**config.mk**
```make
export PLATFORM = sky130hd
export DESIGN_NAME = multi_key_debounce
export DESIGN_NICKNAME = d
export VERILOG_FILES = /design/src/rtl/debounce_pkg.sv /design/src/rtl/debounce_channel.sv /design/src/rtl/multi_key_debounce.sv
export SDC_FILE = /design/constraint.sdc
export NUM_CORES = 1
export LEC_CHECK = 0
export CAP_MARGIN = 5
export CELL_PAD_IN_SITES_DETAIL_PLACEMENT = 1
export CELL_PAD_IN_SITES_GLOBAL_PLACEMENT = 2
export CORE_MARGIN = 5
export CORE_UTILIZATION = 35
export CTS_CLUSTER_SIZE = 12
export DETAILED_ROUTE_END_ITERATION = 7
export PLACE_DENSITY_LB_ADDON = 0.1
export REMOVE_ABC_BUFFERS = 1
export SLEW_MARGIN = 20
export SYNTH_ARGS = -nofsm -noshare
export SYNTH_HDL_FRONTEND = slang
export SYNTH_HIERARCHICAL = 1
export SYNTH_SLANG_ARGS = --single-unit
```
**constraint.sdc**
```tcl
create_clock -name Clk -period 3.8 [get_ports Clk]
set_input_delay 0.95 -clock Clk [delete_from_list [all_inputs] [get_ports Clk]]
set_output_delay 0.95 -clock Clk [all_outputs]
set_load 0.03 [all_outputs]
```
**src/rtl/debounce_pkg.sv**
```systemverilog
// Shared types and limits for the multi-key debouncer.
package debounce_pkg;

  typedef enum logic [2:0] {
    IDLE    = 3'd0,
    PRESS   = 3'd1,
    P_LOCK  = 3'd2,
    HELD    = 3'd3,
    RELEASE = 3'd4,
    R_LOCK  = 3'd5
  } key_state_t;

  localparam int MIN_TOLERANCE_TICKS = 5;
  localparam int MIN_SYNC_STAGES     = 2;

endpackage

```
**src/rtl/debounce_channel.sv**
```systemverilog
// One key channel: input synchronizer, debounce FSM with lock-out,
// hold timer for long press and auto-repeat. All outputs are registered.
module debounce_channel
  import debounce_pkg::*;
#(
  parameter int SYNC_STAGES     = 2,
  parameter int TOLERANCE_TICKS = 5,
  parameter int LONG_TICKS      = 1000,
  parameter int REPEAT_TICKS    = 200
) (
  input  logic clk,
  input  logic rst,
  input  logic raw,
  output logic key,
  output logic press,
  output logic deprs,
  output logic long_pulse,
  output logic repeat_pulse
);

  localparam int HOLD_W   = $clog2(LONG_TICKS + REPEAT_TICKS + 1);
  localparam int LOCK_W   = $clog2(TOLERANCE_TICKS);
  localparam int REP_W    = (REPEAT_TICKS > 1) ? $clog2(REPEAT_TICKS) : 1;
  localparam int REP_LAST = (REPEAT_TICKS > 0) ? REPEAT_TICKS - 1 : 0;

  logic [SYNC_STAGES-1:0] sync_p;
  logic                   sync_in;
  key_state_t             state, state_next;
  logic [LOCK_W-1:0]      lock_cnt;
  logic [HOLD_W-1:0]      hold_cnt;
  logic [REP_W-1:0]       rep_cnt;
  logic                   lock_done;
  logic                   holding;
  logic                   rep_armed;
  logic                   long_due;
  logic                   rep_due;
  logic                   key_d, press_d, deprs_d, long_d, rep_d;

  assign sync_in = sync_p[SYNC_STAGES-1];

  // Shift the raw key through the synchronizer chain.
  always_ff @(posedge clk) begin
    if (rst) sync_p <= '0;
    else     sync_p <= {sync_p[SYNC_STAGES-2:0], raw};
  end

  // PRESS/RELEASE is one cycle, each lock state lasts TOLERANCE_TICKS-1 cycles,
  // so the level is held for at least TOLERANCE_TICKS cycles after an edge.
  assign lock_done = (lock_cnt == LOCK_W'(TOLERANCE_TICKS - 2));
  assign holding   = (state == P_LOCK) || (state == HELD);
  // Once the hold counter passes the long-press point the repeat timer runs.
  assign rep_armed = (hold_cnt >= HOLD_W'(LONG_TICKS));
  // Requiring sync_in=1 lets a release in the same cycle suppress the pulse.
  assign long_due  = holding && sync_in && (hold_cnt == HOLD_W'(LONG_TICKS - 1));
  assign rep_due   = (REPEAT_TICKS > 0) && holding && sync_in && rep_armed &&
                     (rep_cnt == REP_W'(REP_LAST));

  // FSM state register.
  always_ff @(posedge clk) begin
    if (rst) state <= IDLE;
    else     state <= state_next;
  end

  // FSM next-state logic; input is ignored while in a lock state.
  always_comb begin
    state_next = state;
    case (state)
      IDLE:    if (sync_in)   state_next = PRESS;
      PRESS:                  state_next = P_LOCK;
      P_LOCK:  if (lock_done) state_next = HELD;
      HELD:    if (!sync_in)  state_next = RELEASE;
      RELEASE:                state_next = R_LOCK;
      R_LOCK:  if (lock_done) state_next = IDLE;
      default:                state_next = IDLE;
    endcase
  end

  // FSM output decode; these values are registered one cycle later.
  always_comb begin
    key_d   = (state == PRESS) || (state == P_LOCK) || (state == HELD);
    press_d = (state == PRESS);
    deprs_d = (state == RELEASE);
    long_d  = long_due;
    rep_d   = rep_due;
  end

  // Lock-out counter, restarted on every accepted edge.
  always_ff @(posedge clk) begin
    if (rst)                                          lock_cnt <= '0;
    else if (state == PRESS || state == RELEASE)      lock_cnt <= '0;
    else if ((state == P_LOCK || state == R_LOCK) && !lock_done)
                                                      lock_cnt <= lock_cnt + 1'b1;
  end

  // Hold counter: cleared on press, counts while held, saturates at all-ones.
  always_ff @(posedge clk) begin
    if (rst)                              hold_cnt <= '0;
    else if (state == PRESS)              hold_cnt <= '0;
    else if (holding && hold_cnt != '1)   hold_cnt <= hold_cnt + 1'b1;
  end

  // Repeat counter: reloads on every long/repeat pulse so periods never drift.
  always_ff @(posedge clk) begin
    if (rst)                        rep_cnt <= '0;
    else if (state == PRESS)        rep_cnt <= '0;
    else if (long_due || rep_due)   rep_cnt <= '0;
    else if (holding && rep_armed && rep_cnt != REP_W'(REP_LAST))
                                    rep_cnt <= rep_cnt + 1'b1;
  end

  // Output registers.
  always_ff @(posedge clk) begin
    if (rst) begin
      key          <= 1'b0;
      press        <= 1'b0;
      deprs        <= 1'b0;
      long_pulse   <= 1'b0;
      repeat_pulse <= 1'b0;
    end else begin
      key          <= key_d;
      press        <= press_d;
      deprs        <= deprs_d;
      long_pulse   <= long_d;
      repeat_pulse <= rep_d;
    end
  end

endmodule

```
**src/rtl/multi_key_debounce.sv**
```systemverilog
// N-key debouncer top: parameter checks, one debounce_channel per key,
// and an any-key indicator.
module multi_key_debounce
  import debounce_pkg::*;
#(
  parameter int N_KEYS          = 4,
  parameter int SYNC_STAGES     = 2,
  parameter int TOLERANCE_TICKS = 5,
  parameter int LONG_TICKS      = 1000,
  parameter int REPEAT_TICKS    = 200
) (
  input  logic              Clk,
  input  logic              Srst,
  input  logic [N_KEYS-1:0] di_Key,
  output logic [N_KEYS-1:0] do_Key,
  output logic [N_KEYS-1:0] do_Press,
  output logic [N_KEYS-1:0] do_DePrs,
  output logic [N_KEYS-1:0] do_Long,
  output logic [N_KEYS-1:0] do_Repeat,
  output logic              do_AnyKey
);

  if (N_KEYS < 1) begin : g_bad_keys
    $error("N_KEYS must be >= 1");
  end
  if (SYNC_STAGES < MIN_SYNC_STAGES) begin : g_bad_sync
    $error("SYNC_STAGES must be >= %0d", MIN_SYNC_STAGES);
  end
  if (TOLERANCE_TICKS < MIN_TOLERANCE_TICKS) begin : g_bad_tol
    $error("TOLERANCE_TICKS must be >= %0d", MIN_TOLERANCE_TICKS);
  end
  if (LONG_TICKS <= TOLERANCE_TICKS) begin : g_bad_long
    $error("LONG_TICKS must exceed TOLERANCE_TICKS");
  end
  if (REPEAT_TICKS < 0) begin : g_bad_rep
    $error("REPEAT_TICKS must be >= 0");
  end

  for (genvar i = 0; i < N_KEYS; i++) begin : g_ch
    debounce_channel #(
      .SYNC_STAGES    (SYNC_STAGES),
      .TOLERANCE_TICKS(TOLERANCE_TICKS),
      .LONG_TICKS     (LONG_TICKS),
      .REPEAT_TICKS   (REPEAT_TICKS)
    ) u_ch (
      .clk         (Clk),
      .rst         (Srst),
      .raw         (di_Key[i]),
      .key         (do_Key[i]),
      .press       (do_Press[i]),
      .deprs       (do_DePrs[i]),
      .long_pulse  (do_Long[i]),
      .repeat_pulse(do_Repeat[i])
    );
  end

  assign do_AnyKey = |do_Key;

endmodule
```
==> results by group, run 1 <==
Pwr
  • PD cells: 423 nW/µm²
  • Sequential share of power: 44.5%
  • Total power: 0.00310 W
  • Clock power frac: 51.6%
  • Logic pwr share: 3.9%
  • LEAKAGE: 2.42 nW
  • Switching part of the total power: 21.9%
  • NetSw: 0.000680 W
  • Worst vdd ir: 0.296 mV
  • Pint: 0.00242 W

Worst setup path
  • Max incr delay on CP: 0.61 ns
  • Setup crit start kind: register
  • CP endpoint kind: primary output
  • Worst-path cell chain: or4_1, clkdlybuf4s50_1
  • Critical path's slowest cell: clkdlybuf4s50_1
  • Buf/Inv on CP: 1
  • CP top delay family: buffers and inverters
  • CP Class: reg -> out
  • Arr. time, crit path: 1.84 ns
  • Critical-path maximum fanout: 2
  • Worst path required time: 2.85 ns

Floorplan
  • Starting Density: 35.6%
  • Core area: 18000 µm²
  • IO Pins: 27
  • Die height: 145 µm
  • Die area: 21100 µm²
  • DIE WIDTH: 145 µm
  • Site Rows: 49

Synthesis
  • Cells after Synth: 726
  • EDFF count, synth: 0
  • Ys Warns: 6
  • Mapped Avg Cell Area: 8.82 µm²
  • Ys async rst share: 0%
  • Top FF cell, synth: dfxtp_1
  • Post-synth cell types: 55
  • Post-synth design cell area: 6400 µm²
  • Register area share after synthesis: 40.0%
  • Post-synthesis sequential element count: 128

Global route
  • Grt ovf: 0
  • First-pass GRT wire length: 27900 µm
  • GR Util met2: 26.1%
  • Met3 global-route usage: 3.77%
  • Grt peak-use layer: met2
  • Vias in the first global route: 5691
  • Total GRT Usage: 15.5%
  • GR Util met1: 19.6%
  • Largest net degree at the start of global routing: 39
  • Antenna violations before repair: 0

STA
  • Setup Total Neg Slack: 0 ns
  • Fin. max-slew vios: 0
  • RSZ-0062 raised after global routing: no
  • Skew final: 0.00558 ns
  • Rel. slew slack: 27.9%
  • Hold Vio Cnt, Final: 0
  • Slew @ Worst Pin: 1.08 ns
  • Fin crit share: 73.4%
  • Achievable Freq: 358 MHz
  • Min Tclk post-route: 2.79 ns
  • Final setup viols: 0

CTS
  • CTS clk-pin slew, worst paths: 0.05 ns
  • CTS tree: done
  • Cts hold-fix bufs: 0
  • Clock tree sinks: 128
  • CTS Buffer Depth: 2
  • CTS Root Cell: clkbuf_16
  • Post_cts resized: 0
  • CTS H-tree depth: 4
  • Setup Fix Bufs, Post-CTS: 0
  • Clock Latency Late Sink: 0.41 ns
  • Inserted Clock Buffers: 17

Final layout
  • Post-Layout Inst Area: 7330 µm²
  • Antenna diodes: 0
  • Final Util: 40.8%
  • Area grow syn2layout: 14.5%
  • Commonest non-fill, non-tap cell in the layout: dfxtp_1
  • # nets final: 761
  • Most frequent cells in the layout: 128 x dfxtp_1, 50 x nor2_1, 50 x a21oi_1, 37 x nand3_1, 32 x nand2_1
  • Layout cells sized above 1: 8.84%

Route
  • Total wire length: 16200 µm
  • Antenna Nets Post-Route: 0
  • Wire length per cell: 16.6 µm
  • Residual DRC: 0
  • Via density per instance: 5.66
  • Iter 0 DRT Violations: 250
  • Detailed Routing Iterations Pass 1: 4
  • Vias: 5529

Run status
  • Status: finished, final reports clean

Place
  • PortBufs: 26
  • Post-DP HPWL: 11300 µm
  • Post-DP Area: 6750 µm²
  • GPL Wtd Cong: 0.785

Worst hold path
  • HP Class: reg -> reg

Run
  • Max-cap violations: 0
## power groups by stage
| stage | combinational (W) | sequential (W) | clock [W] |
|---|---|---|---|
| after global placement | 0.000119 | 0.00141 | 0 |
| after global routing | 0.000137 | 0.00138 | 0.00170 |
| after detailed placement | 0.000124 | 0.00141 | 0 |
| after floorplan | 0.0000742 | 0.00141 | 0 |
| final | 0.000122 | 0.00138 | 0.00160 |
| after CTS | 0.000125 | 0.00138 | 0.00165 |
## layout make-up
type	instances	area (µm²)
Clock buffer	26	529
Fill cell	2092	10600
Sequential cell	128	2560
Clock inverter	5	50.0
Multi-Input combinational cell	538	3560
Tap cell	229	287
Timing Repair Buffer	27	263
Inverter	23	86.3
## cells by family after synthesis
kind of cell | count (synthesis) | share of synthesized area, %
AND/OR/NAND/NOR | 322 | 29.9
AO/OA/AOI/OAI | 167 | 17.4
flip-flops | 128 | 40.0
buffers and inverters | 60 | 4.44
adder cells (fa/ha/maj) | 20 | 3.91
multiplexers | 15 | 2.42
XOR/XNOR | 14 | 1.92
## path summary, 6_finish.rpt
check | slack (ns) | depth (start not counted) | end | start
worst max register to register | 1.64 | 4 | g_ch[0].u_ch/hold_cnt[7] | g_ch[0].u_ch/state[2]
worst min-delay path | 0.44 | 1 | g_ch[0].u_ch/sync_p[1] | g_ch[0].u_ch/sync_p[0]
worst max-delay path | 1.01 | 2 | do_AnyKey | g_ch[1].u_ch/key
worst min register to register | 0.44 | 1 | g_ch[0].u_ch/sync_p[1] | g_ch[0].u_ch/sync_p[0]
## cell usage after synthesis (8+ instances only)
cell type	instances	area, µm²
a211oi_1	20	150
a21boi_0	8	60.1
a21oi_1	50	250
a31oi_1	16	100
and3_1	12	75.1
and4_1	13	114
and4b_1	9	90.1
clkbuf_1	26	97.6
dfxtp_1	128	2560
ha_1	20	250
inv_1	23	86.3
mux2i_1	11	110
nand2_1	32	120
nand2b_1	13	81.3
nand3_1	37	185
nand4_1	28	175
nand4b_1	10	87.6
nor2_1	50	188
nor2b_1	22	138
nor3_1	24	120
nor4_1	8	50.1
o21ai_0	12	60.1
o22ai_1	10	62.6
o31ai_1	23	173
or2_2	12	75.1
or4_1	15	113
xnor2_1	13	114
## through the flow
stage	instances	worst slack [ns]	hold WS, ns
6_report	976	1.01	0.437
5_1_grt	976	0.932	0.466
2_1_floorplan	689	1.75	0.414
4_1_cts	976	0.965	0.447
3_5_place_dp	945	1.34	0.434
3_3_place_gp	945	1.43	0.428
## registers in the layout, indices dropped and copies added (netlist names)
signal / count
g_ch.u_ch/deprs: 4
g_ch.u_ch/hold_cnt: 44
g_ch.u_ch/key: 4
g_ch.u_ch/lock_cnt: 12
g_ch.u_ch/long_pulse: 4
g_ch.u_ch/press: 4
g_ch.u_ch/rep_cnt: 32
g_ch.u_ch/repeat_pulse: 4
g_ch.u_ch/state: 12
g_ch.u_ch/sync_p: 8
## metal layers
layer,share of wire [%],vias to the layer above
met5,0,-
met4,1.2,0
met3,2.2,18
met2,48,44
met1,49,2705
li1,-,2762
(Power assumes the default switching activity.)
==> inputs of run 2 (changes only) <==
Settings changed: CORE_UTILIZATION 35 to 34.
Clock period 3.8 ns to 2.35 ns, I/O delays scaled along.
==> results by group, run 2 (synthesis results as in run 1) <==
Run status
  • Status: finished, final reports clean

CTS
  • Inserted Clock Buffers: 17 (unchanged)
  • CTS clk-pin slew, worst paths: 0.06 ns (about the same)
  • Clock tree sinks: 128 (unchanged)
  • CTS tree: done
  • Clock Latency Late Sink: 0.42 ns (about the same)
  • Setup Fix Bufs, Post-CTS: 0 (unchanged)
  • CTS Buffer Depth: 2 (unchanged)
  • CTS H-tree depth: 4 (unchanged)
  • CTS Root Cell: clkbuf_16

Pwr
  • PD cells: 680 nW/µm² (+61%)
  • Worst vdd ir: 0.470 mV (+59%)
  • Total power: 0.00508 W (+64%)
  • LEAKAGE: 2.50 nW (+3.3%)

Floorplan
  • IO Pins: 27 (unchanged)
  • Site Rows: 50 (+2.0%)
  • Die area: 21700 µm² (+2.7%)
  • Die height: 147 µm (+1.4%)
  • Starting Density: 34.3% (-1.3 points)
  • Core area: 18600 µm² (+3.8%)
  • DIE WIDTH: 147 µm (+1.4%)

Route
  • Iter 0 DRT Violations: 274 (+9.6%)
  • Wire length per cell: 16.4 µm (-1.1%)
  • Vias: 5609 (+1.4%)
  • Detailed Routing Iterations Pass 1: 4 (unchanged)
  • Total wire length: 16400 µm (+1.1%)
  • Residual DRC: 0 (unchanged)
  • Antenna Nets Post-Route: 0 (unchanged)
  • Via density per instance: 5.62 (-0.79%)

Place
  • PortBufs: 26 (unchanged)
  • GPL Wtd Cong: 0.804 (+2.3%)
  • Post-placement cell count: 966 (+2.2%)
  • Place WS: 0.310 ns (-1.03 ns)
  • Post-DP Area: 6880 µm² (+1.9%)
  • Post-DP HPWL: 11600 µm (+2.4%)

Global route
  • GR Util met2: 26.7% (+0.67 points)
  • Grt peak-use layer: met2
  • Total GRT Usage: 15.8% (+0.29 points)
  • Met3 global-route usage: 4.13% (+0.36 points)
  • GR Util met1: 20.1% (+0.43 points)
  • Largest net degree at the start of global routing: 26 (-33%)
  • Vias in the first global route: 5802 (+2.0%)
  • Grt ovf: 0 (unchanged)
  • First-pass GRT wire length: 28600 µm (+2.5%)
  • Antenna violations before repair: 0 (unchanged)

STA
  • Achievable Freq: 461 MHz
  • Final setup viols: 0 (unchanged)
  • RSZ-0062 raised after global routing: no
  • Final setup margin: 0.181 ns (-0.828 ns)
  • Setup Total Neg Slack: 0 ns (unchanged)
  • Fin. max-slew vios: 0 (unchanged)
  • Rel. slew slack: 45.4% (+18 points)
  • Slew @ Worst Pin: 0.817 ns (-0.259 ns)
  • Skew final: 0.00787 ns (+0.00229 ns)
  • Fin crit share: 92.3%
  • Min Tclk post-route: 2.17 ns
  • Hold Vio Cnt, Final: 0 (unchanged)

Worst setup path
  • Worst path required time: 1.76 ns (-1.09 ns)
  • CP endpoint kind: primary output
  • Register-to-Register Path Depth: 5 (+1)
  • Arr. time, crit path: 1.58 ns (-0.26 ns)
  • Critical-path maximum fanout: 2 (unchanged)
  • Crit path launch: g_ch[1].u_ch/key
  • Worst flop-to-flop path startpoint: g_ch[0].u_ch/hold_cnt[0]
  • Setup crit start kind: register
  • CP Class: reg -> out

Run
  • Max-cap violations: 0 (unchanged)

Final layout
  • Max reg flops: 44 (unchanged)
  • Post-Layout Inst Area: 7470 µm² (+1.9%)
  • Commonest non-fill, non-tap cell in the layout: dfxtp_1
  • # nets final: 777 (+2.1%)
  • Area grow syn2layout: 16.7%
  • Finished Layout Cells: 998 (+2.3%)
  • Most frequent cells in the layout: 128 x dfxtp_1, 50 x nor2_1, 50 x a21oi_1, 37 x nand3_1, 32 x nand2_1
  • Antenna diodes: 0 (unchanged)
  • Largest Register: g_ch.u_ch/hold_cnt
  • Layout cells sized above 1: 11.0% (+2.2 points)
  • Top Registers: g_ch.u_ch/hold_cnt (44), g_ch.u_ch/rep_cnt (32)

Worst hold path
  • Hold Crit Start: g_ch[0].u_ch/sync_p[0]
  • Hold Crit Depth: 1 (unchanged)
  • HP Class: reg -> reg
==> run 2: changes by cell type in the layout (fill, tap and decap cells not counted), sizes merged <==
cell	previous run	this run
clkdlybuf4s50	25	24
dlygate4sd2	0	1
bufinv	1	2
clkbuf	26	22
clkinv	4	6
clkinvlp	0	2
buf	2	18
==> run 2: repair_timing <==
action	in CTS	in global routing
gates resized for setup	1	0
hold buffers	0	0
setup endpoints to repair	1	0
==> run 2: final cells by class <==
| class | count | area (µm²) |
|---|---|---|
| Clock buffer | 22 | 484 |
| Timing Repair Buffer | 43 | 382 |
| Clock inverter | 10 | 109 |
| Sequential cell | 128 | 2560 |
| Fill cell | 2175 | 11200 |
| Tap cell | 234 | 293 |
| Inverter | 23 | 86.3 |
| Multi-Input combinational cell | 538 | 3560 |
==> run 2: power breakdown <==
part	internal [W]	total [W]	switching, W
logic	0.0000853	0.000215	0.000130
clock network	0.00166	0.00264	0.000971
registers	0.00220	0.00223	0.0000327
total	0.00395	0.00508	0.00113
==> run 2: final timing paths <==
kind                              end  slack [ns]
max                         do_AnyKey        0.18
max reg2reg  g_ch[0].u_ch/hold_cnt[7]        0.30
min            g_ch[0].u_ch/sync_p[1]        0.45
min reg2reg    g_ch[0].u_ch/sync_p[1]        0.45
==> run 2: per-layer routing <==
metal | vias up | share of wire, %
met3 | 12 | 2.6
met5 | - | 0
met1 | 2764 | 48
met2 | 51 | 48
li1 | 2782 | -
met4 | 0 | 0.98
==> run 2: critical path, stage by stage, from the launching register on <==
cell and delay [ns]:
dfxtp_1 0.30, or4_1 0.50, dlygate4sd2_1 0.37
==> run 2: through the flow <==
stage | hold WS [ns] | utilization [%]
2_1_floorplan | 0.414 | -
3_3_place_gp | 0.429 | 36.9
3_5_place_dp | 0.431 | 36.9
4_1_cts | 0.447 | 40.1
5_1_grt | 0.464 | 40.1
6_report | 0.449 | 40.1
